--- src/rtl/uart_pkg.sv ---
// Shared types and helpers for the buffered UART transmitter.
package uart_pkg;

    typedef enum logic [1:0] {
        PAR_NONE = 2'd0,
        PAR_ODD  = 2'd1,
        PAR_EVEN = 2'd2
    } parity_e;

    typedef enum logic [2:0] {
        StIdle,
        StStart,
        StData,
        StParity,
        StStop
    } state_e;

    localparam int unsigned MaxDataBits = 9;

    // Narrower words are zero-extended by the caller, which leaves the XOR unchanged.
    function automatic logic parity_bit(input logic [MaxDataBits-1:0] data, input parity_e mode);
        logic w_bit;
        case (mode)
            PAR_EVEN: w_bit = ^data;
            PAR_ODD:  w_bit = ~(^data);
            default:  w_bit = 1'b0;
        endcase
        return w_bit;
    endfunction

endpackage

--- src/rtl/sync_fifo.sv ---
// Register-array FIFO; dout presents the head entry whenever empty is low.
module sync_fifo #(
    parameter int unsigned WIDTH = 8,
    parameter int unsigned DEPTH = 4
) (
    input  logic                     QUICK_CLOCK,
    input  logic                     RESET,
    input  logic                     push,
    input  logic                     pop,
    input  logic [WIDTH-1:0]         din,
    output logic [WIDTH-1:0]         dout,
    output logic [$clog2(DEPTH):0]   count,
    output logic                     full,
    output logic                     empty
);

    localparam int unsigned AW = $clog2(DEPTH);
    localparam logic [AW-1:0] PtrOne    = AW'(1);
    localparam logic [AW:0]   CountOne  = (AW+1)'(1);
    localparam logic [AW:0]   FullCount = (AW+1)'(DEPTH);

    logic [WIDTH-1:0] r_mem [DEPTH];
    logic [AW-1:0]    r_wr_ptr;
    logic [AW-1:0]    r_rd_ptr;
    logic [AW:0]      r_count;
    logic             w_push;
    logic             w_pop;

    assign full   = (r_count == FullCount);
    assign empty  = (r_count == '0);
    assign count  = r_count;
    assign dout   = r_mem[r_rd_ptr];
    assign w_push = push && !full;
    assign w_pop  = pop && !empty;

    always_ff @(posedge QUICK_CLOCK) begin
        if (RESET) begin
            r_wr_ptr <= '0;
            r_rd_ptr <= '0;
            r_count  <= '0;
        end else begin
            if (w_push) r_wr_ptr <= r_wr_ptr + PtrOne;
            if (w_pop)  r_rd_ptr <= r_rd_ptr + PtrOne;
            case ({w_push, w_pop})
                2'b10:   r_count <= r_count + CountOne;
                2'b01:   r_count <= r_count - CountOne;
                default: r_count <= r_count;
            endcase
        end
    end

    always_ff @(posedge QUICK_CLOCK) begin
        if (w_push) r_mem[r_wr_ptr] <= din;
    end

endmodule

--- src/rtl/uart_tx_buffered.sv ---
// Buffered async serial transmitter: handshake into a FIFO, one frame per queued word,
// back-to-back frames when more words are waiting.
module uart_tx_buffered
    import uart_pkg::*;
#(
    parameter int unsigned CLKS_PER_BIT = 32'h28B0,
    parameter int unsigned DATA_BITS    = 8,
    parameter int unsigned PARITY       = 0,
    parameter int unsigned STOP_BITS    = 1,
    parameter int unsigned FIFO_DEPTH   = 4
) (
    input  logic                          QUICK_CLOCK,
    input  logic                          RESET,
    input  logic [DATA_BITS-1:0]          DATA,
    input  logic                          VALID,
    output logic                          READY,
    output logic                          UART_TX,
    output logic                          BUSY,
    output logic [$clog2(FIFO_DEPTH):0]   FIFO_COUNT
);

    localparam int unsigned BW = $clog2(DATA_BITS + 1);
    localparam logic [31:0]   BaudLast = 32'(CLKS_PER_BIT - 1);
    localparam logic [BW-1:0] DataLast = BW'(DATA_BITS - 1);
    localparam logic [BW-1:0] StopLast = BW'(STOP_BITS - 1);
    localparam logic [BW-1:0] BitOne   = BW'(1);
    localparam parity_e       ParMode  = parity_e'(2'(PARITY));

    state_e               r_state, w_state_next;
    logic [31:0]          r_baud, w_baud_next;
    logic [BW-1:0]        r_bit, w_bit_next;
    logic [DATA_BITS-1:0] r_shift, w_shift_next;
    logic                 r_par, w_par_next;
    logic                 r_tx, w_tx_next;
    logic                 w_baud_end;
    logic                 w_load;
    logic                 w_push;
    logic [DATA_BITS-1:0] w_dout;
    logic                 w_full;
    logic                 w_empty;

    assign READY   = !w_full;
    assign w_push  = VALID && READY;
    assign UART_TX = r_tx;
    assign BUSY    = (r_state != StIdle) || (FIFO_COUNT != '0);

    sync_fifo #(
        .WIDTH (DATA_BITS),
        .DEPTH (FIFO_DEPTH)
    ) u_fifo (
        .QUICK_CLOCK (QUICK_CLOCK),
        .RESET       (RESET),
        .push        (w_push),
        .pop         (w_load),
        .din         (DATA),
        .dout        (w_dout),
        .count       (FIFO_COUNT),
        .full        (w_full),
        .empty       (w_empty)
    );

    always_comb begin
        w_state_next = r_state;
        w_baud_next  = '0;
        w_bit_next   = r_bit;
        w_shift_next = r_shift;
        w_par_next   = r_par;
        w_tx_next    = r_tx;
        w_load       = 1'b0;
        w_baud_end   = (r_baud == BaudLast);

        if (r_state != StIdle) w_baud_next = w_baud_end ? '0 : r_baud + 32'd1;

        unique case (r_state)
            StIdle: begin
                w_tx_next = 1'b1;
                w_load    = !w_empty;
            end
            StStart: begin
                if (w_baud_end) begin
                    w_tx_next    = r_shift[0];
                    w_shift_next = r_shift >> 1;
                    w_bit_next   = '0;
                    w_state_next = StData;
                end
            end
            StData: begin
                if (w_baud_end) begin
                    if (r_bit == DataLast) begin
                        w_bit_next = '0;
                        if (ParMode != PAR_NONE) begin
                            w_tx_next    = r_par;
                            w_state_next = StParity;
                        end else begin
                            w_tx_next    = 1'b1;
                            w_state_next = StStop;
                        end
                    end else begin
                        w_tx_next    = r_shift[0];
                        w_shift_next = r_shift >> 1;
                        w_bit_next   = r_bit + BitOne;
                    end
                end
            end
            StParity: begin
                if (w_baud_end) begin
                    w_tx_next    = 1'b1;
                    w_bit_next   = '0;
                    w_state_next = StStop;
                end
            end
            StStop: begin
                if (w_baud_end) begin
                    if (r_bit == StopLast) begin
                        w_tx_next    = 1'b1;
                        w_state_next = StIdle;
                        w_load       = !w_empty;
                    end else begin
                        w_bit_next = r_bit + BitOne;
                    end
                end
            end
            default: begin
                w_tx_next    = 1'b1;
                w_state_next = StIdle;
            end
        endcase

        // Popping a word starts the start bit on the next edge, from idle or straight out of stop.
        if (w_load) begin
            w_shift_next = w_dout;
            w_par_next   = parity_bit(MaxDataBits'(w_dout), ParMode);
            w_tx_next    = 1'b0;
            w_bit_next   = '0;
            w_baud_next  = '0;
            w_state_next = StStart;
        end
    end

    always_ff @(posedge QUICK_CLOCK) begin
        if (RESET) begin
            r_state <= StIdle;
            r_baud  <= '0;
            r_bit   <= '0;
            r_shift <= '0;
            r_par   <= 1'b0;
            r_tx    <= 1'b1;
        end else begin
            r_state <= w_state_next;
            r_baud  <= w_baud_next;
            r_bit   <= w_bit_next;
            r_shift <= w_shift_next;
            r_par   <= w_par_next;
            r_tx    <= w_tx_next;
        end
    end

endmodule
--- config.mk ---
export PLATFORM = sky130hd
export DESIGN_NAME = uart_tx_buffered
export DESIGN_NICKNAME = d
export VERILOG_FILES = /design/src/rtl/uart_pkg.sv /design/src/rtl/sync_fifo.sv /design/src/rtl/uart_tx_buffered.sv
export SDC_FILE = /design/constraint.sdc
export NUM_CORES = 1
export LEC_CHECK = 0
export CAP_MARGIN = 20
export CORE_ASPECT_RATIO = 0.7
export CORE_MARGIN = 4
export CORE_UTILIZATION = 65
export CTS_CLUSTER_DIAMETER = 100
export DETAILED_ROUTE_END_ITERATION = 8
export DONT_BUFFER_PORTS = 1
export PLACE_DENSITY = 0.9
export SYNTH_ARGS = -nofsm -noshare
export SYNTH_HDL_FRONTEND = slang
export SYNTH_HIERARCHICAL = 1
export SYNTH_SLANG_ARGS = --single-unit
--- constraint.sdc ---
create_clock -name QUICK_CLOCK -period 9 [get_ports QUICK_CLOCK]
set_clock_uncertainty 0.05 [all_clocks]
set_input_delay 1.35 -clock QUICK_CLOCK [delete_from_list [all_inputs] [get_ports QUICK_CLOCK]]
set_output_delay 1.35 -clock QUICK_CLOCK [all_outputs]
set_load 0.02 [all_outputs]
# Word level (Yosys, flattened, before mapping)
# Memory sizes are Yosys's and may differ from the RTL's. A register that Yosys moved wholly into a read port is not among the register bits.
# Cells that the tools add are included.
dict set report totals {
  reg_bits 55
  ramBits 32
  in_bits 11
  output_inout_bits 6
  elab_cells 100
  n_memories 1
}
dict set report classes {
  n_addsub 6
  eq_ne 25
  n_mux 35
  bitwise 2
  reduce_logical 22
}
# memory words word_bits read_ports rd_ports_with_merged_regs wr line
set mem_list {}
lappend mem_list {u_fifo.r_mem 4 8 1 1 1 sync_fifo.sv:22} ;# logic [WIDTH-1:0] r_mem [DEPTH];
# operator count
set ops {}
lappend ops {{adder 32 x 1 -> 32 bit (second input constant)} 1}
lappend ops {{equality test 32 x 14 -> 1 bit (second input constant)} 1}
lappend ops {{2-to-1 mux 8 bit} 4}
lappend ops {{!= test 3 x 2 -> 1 bit (second input constant)} 7}
lappend ops {{2-to-1 mux 4 bit} 5}
lappend ops {{2-to-1 mux 3 bit} 6}
lappend ops {{one-hot mux 8 bit (2 select lines)} 1}
lappend ops {{one-hot mux 3 bit (5 select lines)} 1}
lappend ops {{!= test 2 bit (second input constant)} 7}
lappend ops {{AND reduction 7 bit} 2}
lappend ops {{2-to-1 mux 1 bit} 12}
lappend ops {{one-hot mux 4 bit (3 select lines)} 1}
lappend ops {{nonzero test 3 bit} 4}
lappend ops {{AND reduction 5 bit} 2}
lappend ops {{equality test 3 x 2 -> 1 bit (second input constant)} 2}
lappend ops {{equality test 3 bit (second input constant)} 2}
lappend ops {{zero test 3 bit} 2}
lappend ops {{one-hot mux 3 bit (2 select lines)} 1}
lappend ops {{adder 2 x 1 -> 2 bit (second input constant)} 2}
lappend ops {{adder 4 x 1 -> 4 bit (second input constant)} 1}
lappend ops {{equality test 4 x 3 -> 1 bit (second input constant)} 1}
lappend ops {{zero test 4 bit} 1}
lappend ops {{2-to-1 mux 2 bit} 2}
lappend ops {{!= test 2 x 1 -> 1 bit (second input constant)} 2}
lappend ops {{15 further kinds} 20}

# Longest topological paths before layout
dict set report logic_depth {
  ltp_word 8
  ltp_mapped 14
  depth_no_buf 14
}

# Hierarchy
# Netlist, hierarchy kept.
# module instances cells_per_inst area_per_inst_um2 seq_area_each_um2
set by_module_without_submodules {}
lappend by_module_without_submodules {uart_tx_buffered 1 283 2541.2 960.9}
lappend by_module_without_submodules {sync_fifo 1 96 1635.3 1141.1}

# Worst setup path before layout
# No wires, ideal clock.
dict set report synth_timing {
  path_type {register to register}
  from {register r_baud[0]}
  to {register u_fifo.r_count[2] (netlist: u_fifo/count[2])}
  t_arrival_ns 3.060
  required_ns 8.880
  setup_slack_ns 5.820
  path_stages_with_launch 15
  path_buffers 0
  period_less_slack_ns 3.180
  path_cell_list {dfxtp_1 ha_1 and4_4 nand4_2 o31ai_1 nand2_2 inv_1 o31ai_2 inv_1 ha_1 inv_1 fa_1 xor2_1 or3_1 a21oi_1}
}
dict set report synth_via {
  elab_chain_len 6
  elab_cells_between_ends 8
}
# item line
set synth_rtl {}
lappend synth_rtl {{start: declaration} uart_tx_buffered.sv:30} ;# logic [31:0] r_baud, w_baud_next;
lappend synth_rtl {{start signal: assignment} uart_tx_buffered.sv:150} ;# r_baud <= w_baud_next;
lappend synth_rtl {{equality test 32 x 14 -> 1 bit (*)} uart_tx_buffered.sv:70} ;# w_baud_end = (r_baud == BaudLast);
lappend synth_rtl {{2-to-1 mux 1 bit (*)} uart_tx_buffered.sv:113} ;# if (w_baud_end) begin
lappend synth_rtl {{one-hot mux 1 bit (2 select lines) (*)} uart_tx_buffered.sv:74} ;# unique case (r_state)
lappend synth_rtl {{named net w_load} uart_tx_buffered.sv:36} ;# logic w_load;
lappend synth_rtl {{logical AND 1 bit (*)} sync_fifo.sv:34} ;# assign w_pop = pop && !empty;
lappend synth_rtl {{named net u_fifo.w_pop} sync_fifo.sv:27} ;# logic w_pop;
lappend synth_rtl {{equality test 2 x 1 -> 1 bit or equality test 2 bit (tied branches)} sync_fifo.sv:44} ;# case ({w_push, w_pop})
lappend synth_rtl {{one-hot mux 3 bit (2 select lines) or nonzero test 2 bit (tied branches)} -}
lappend synth_rtl {{end signal: assignment} sync_fifo.sv:45} ;# 2'b10: r_count <= r_count + CountOne;
lappend synth_rtl {{end signal: assignment} sync_fifo.sv:46} ;# 2'b01: r_count <= r_count - CountOne;
lappend synth_rtl {{end signal: assignment} sync_fifo.sv:47} ;# default: r_count <= r_count;
lappend synth_rtl {{end: declaration} sync_fifo.sv:25} ;# logic [AW:0] r_count;
# Mark *: on every way through the listed nets, which the timed path passes. The rest lies on a longest branch.
# A chain may end at the register's enable or synchronous reset.

# Final worst setup path
# Same ends and word-level chain as after synthesis.

==> run_results.csv <==
group,metric,value,unit
cts,h-tree-depth,3,
finish,fin_nets,394,
logic_synthesis,ys_top_cells_by_area,"dfxtp_1, edfxtp_1, xnor2_1, mux4_2, nor2_1",
cts,cts_tree,"built",
sta,maxSlewViolCount,0,
logic_synthesis,synth.largest_area_cell,"dfxtp_1",
sta,setup_slack,5.272,ns
setup_path,cp_max_fo,10,
place,dp_cells,441,
setup_path,max_stage_delay,0.51,ns
logic_synthesis,syn_nets,399,
logic_synthesis,synth_edf_count,32,
logic_synthesis,synth_cell_types,58,
setup_path,arrival,3.98,ns
sta,timing.final.crit_share,0.4142,
cts,insertion_delay,0.36,ns
pwr,p_sw,357.4,uW
logic_synthesis,ys_ff_latch,89,
global_route,antenna_found_initial,0,
floorplanning,die_x,103.8,um
drt,wl,8029,um
pwr,power_leakage,1.380,nW
drt,drt_iter0_markers,193,
status,status,"complete, no violations",
place,dp_hpwl,5613,um
cts,cts_buffer_depth,2,
cts,post-cts-setup-buffers,0,
sta,whs,0.4138,ns
pwr,p_comb_frac,0.228,
sta,max_freq,0.2682,GHz
floorplanning,core,6216,sq um
setup_path,crit_chain,"ha_1 > and4_4 > nand4_2 > o31ai_1 > nand2_2 > inv_1 > o31ai_2 > inv_1 > ha_1 > inv_1 > fa_1 > xor2_1 > or3_1 > a21oi_1",
logic_synthesis,yosys_warnings,6,
place,place.gp.congestion,0.8296,
sta,rsz0062_at_grt,"no",
finish,drive_gt1_frac,0.1319,
logic_synthesis,ys_async_sr_fraction,0,
drt,post-route-drc-count,0,
floorplanning,die_h,75.07,um
setup_path,critPathKind,"reg -> reg",
pwr,p_sw_frac,0.3491,
setup_path,slowest_stage,"o31ai_1",
floorplanning,start_util,0.6719,
cts,cts_inserted_buffers,9,
setup_path,worstPathRequired,9.26,ns
finish,syn_to_final_growth,4.943,%
flow_run,maxCapViolCount,0,
drt,viasPerCell,6.344,
setup_path,end_kind,"register",
floorplanning,rows,24,
logic_synthesis,yosys.area.top_type_share,0.2732,
logic_synthesis,ys_seq_area_frac,0.5033,
sta,worst_pin_slew,1.014,ns
pwr,power_density,233.6,nW/um^2
place,port_buffers,0,
global_route,grt_pass1_vias,2738,
drt,ant_nets,0,
global_route,grt_use_total,0.2242,
pwr,clkPwrFrac,0.263,
sta,slew_headroom,0.3225,
sta,hold_viol,0,
global_route,overflow,0,
sta,setup_viol,0,
global_route,grt_pass1_wl,13700,um
logic_synthesis,synthesis.area,4177,sq um
global_route,grt_max_degree,32,
logic_synthesis,synthFlopType,"dfxtp_1",
cts,cts.sinks,89,
pwr,p_int,666.4,uW
floorplanning,boundaryPins,17,
cts,clk_pin_slew,0.11,ns
cts,root_buffer,"clkbuf_8",
sta,fin_tns_setup,0,ns
cts,cts_hold_buffers,0,
drt,detail_route.wl_per_cell,17.57,um
pwr,seqPwrFrac,0.510,
finish,instances_no_fill,457,
sta,fin_crit,3.728,ns
floorplanning,die_area,7792,sq um
cts,post_cts_resized,0,
setup_path,cp_common_cell,"inv_1",
logic_synthesis,syn_area_per_cell,11.02,sq um
finish,fin_util,0.7051,
drt,vias,2899,
finish,antenna_cells,0,
drt,dr.pass1.iters,4,
worst_hold_path,holdCritPathClass,"reg -> reg",
setup_path,worstSetupStartpointType,"register",
pwr,peakVddDrop,0.1750,mV
place,pre_cts_slack,5.332,ns
logic_synthesis,synth_cells,379,
-- path summary, 6_finish.rpt --
kind / cells after the start / slack (ns) / endpoint / from
max reg2reg: 14 / 5.27 / u_fifo/count[2]$_SDFFE_PP0P_ / r_baud[0]$_SDFF_PP0_
min reg2reg: 1 / 0.41 / r_baud[0]$_SDFF_PP0_ / r_baud[0]$_SDFF_PP0_
min: 1 / 0.41 / r_baud[0]$_SDFF_PP0_ / r_baud[0]$_SDFF_PP0_
max: 14 / 5.27 / u_fifo/count[2]$_SDFFE_PP0P_ / r_baud[0]$_SDFF_PP0_
-- area by class of cell --
cell class / instances / area (sq um)
sequential: 89 / 2102
multi-input combinational: 259 / 1927
fill: 440 / 1833
clock buffer: 9 / 123.9
tap: 78 / 97.59
clock inverter: 7 / 76.32
inverter: 15 / 56.30
-- sequential cells by signal, summed over array words and instances (netlist names), named ones only --
| signal | cells |
|---|---|
| r_state | 3 |
| u_fifo/r_rd_ptr | 2 |
| u_fifo/count | 3 |
| r_bit | 4 |
| UART_TX | 1 |
| u_fifo/r_wr_ptr | 2 |
| r_shift | 8 |
| r_baud | 32 |
| u_fifo/r_mem | 32 |
-- per-layer routing --
metal	global-route usage	routed length, um	vias up	part of all wire
li1	-	-	1351	-
met5	0	0	-	0
met4	0.09440	187	0	0.023
met2	0.3945	4018	100	0.50
met3	0.05741	433	26	0.054
met1	0.2702	3390	1422	0.42
-- stage by stage --
stage                     power [mW]  area (sq um)
after floorplan               0.7052          4177
after global placement        0.7351          4183
after detailed placement      0.7571          4183
after CTS                      1.026          4383
after global routing           1.081          4383
final                          1.024          4383
-- critical path: cells and delay by family (launching register included) --
kind,cells,cell delay (ns)
AO/OA/AOI/OAI,3,0.81
XOR/XNOR,1,0.16
adder cells (fa/ha/maj),3,0.79
buffers and inverters,3,0.46
flip-flops,1,0.38
AND/OR/NAND/NOR,4,1.02
-- power by group through the flow --
stage	clock network (mW)	logic [mW]	registers, mW
finish	0.269	0.233	0.522
global route	0.295	0.258	0.529
CTS	0.273	0.231	0.522
detailed placement	0	0.226	0.531
global placement	0	0.210	0.526
floorplan	0	0.197	0.509
-- cells by family after synthesis --
group	synth area share
simple gates	0.2367
flops	0.5033
compound gates	0.06201
xor+xnor	0.06920
buf+inv	0.03535
mux	0.06471
fa+ha+maj	0.02876
-- cells in the final DEF (no fill, tap or decap), drive strengths merged, types with 2 or more instances in the layout --
master / n
inv: 19
and4: 5
o31ai: 4
and3: 5
mux4: 8
nor2b: 6
nand2: 19
or3: 5
nand3: 14
clkbuf: 9
ha: 8
nor3b: 4
or4b: 2
nand2b: 4
mux2i: 9
nor3: 21
nand4: 8
nor4: 12
xor2: 11
nor2: 48
a211oi: 12
edfxtp: 32
xnor2: 22
a21oi: 8
clkinv: 3
dfxtp: 57
and2: 4
o21ai: 7
nor4b: 2
-- synthesized netlist by cell type, types with 3 or more instances --
library cell / count
dfxtp_1: 57
nor2_1: 48
edfxtp_1: 32
xnor2_1: 22
nor3_1: 20
nand2_1: 18
inv_1: 15
nand3_1: 14
a211oi_1: 11
xor2_1: 11
mux2i_1: 9
a21oi_1: 8
clkbuf_1: 8
ha_1: 8
mux4_2: 8
o21ai_0: 7
nand4_1: 6
nor2b_1: 6
nor4_1: 6
and2_1: 4
and3_1: 4
nand2b_1: 4
nor4_4: 4
or3_1: 4
and4_1: 3
buf_2: 3
o31ai_1: 3
Note: power is estimated with default switching activity, not from simulation.
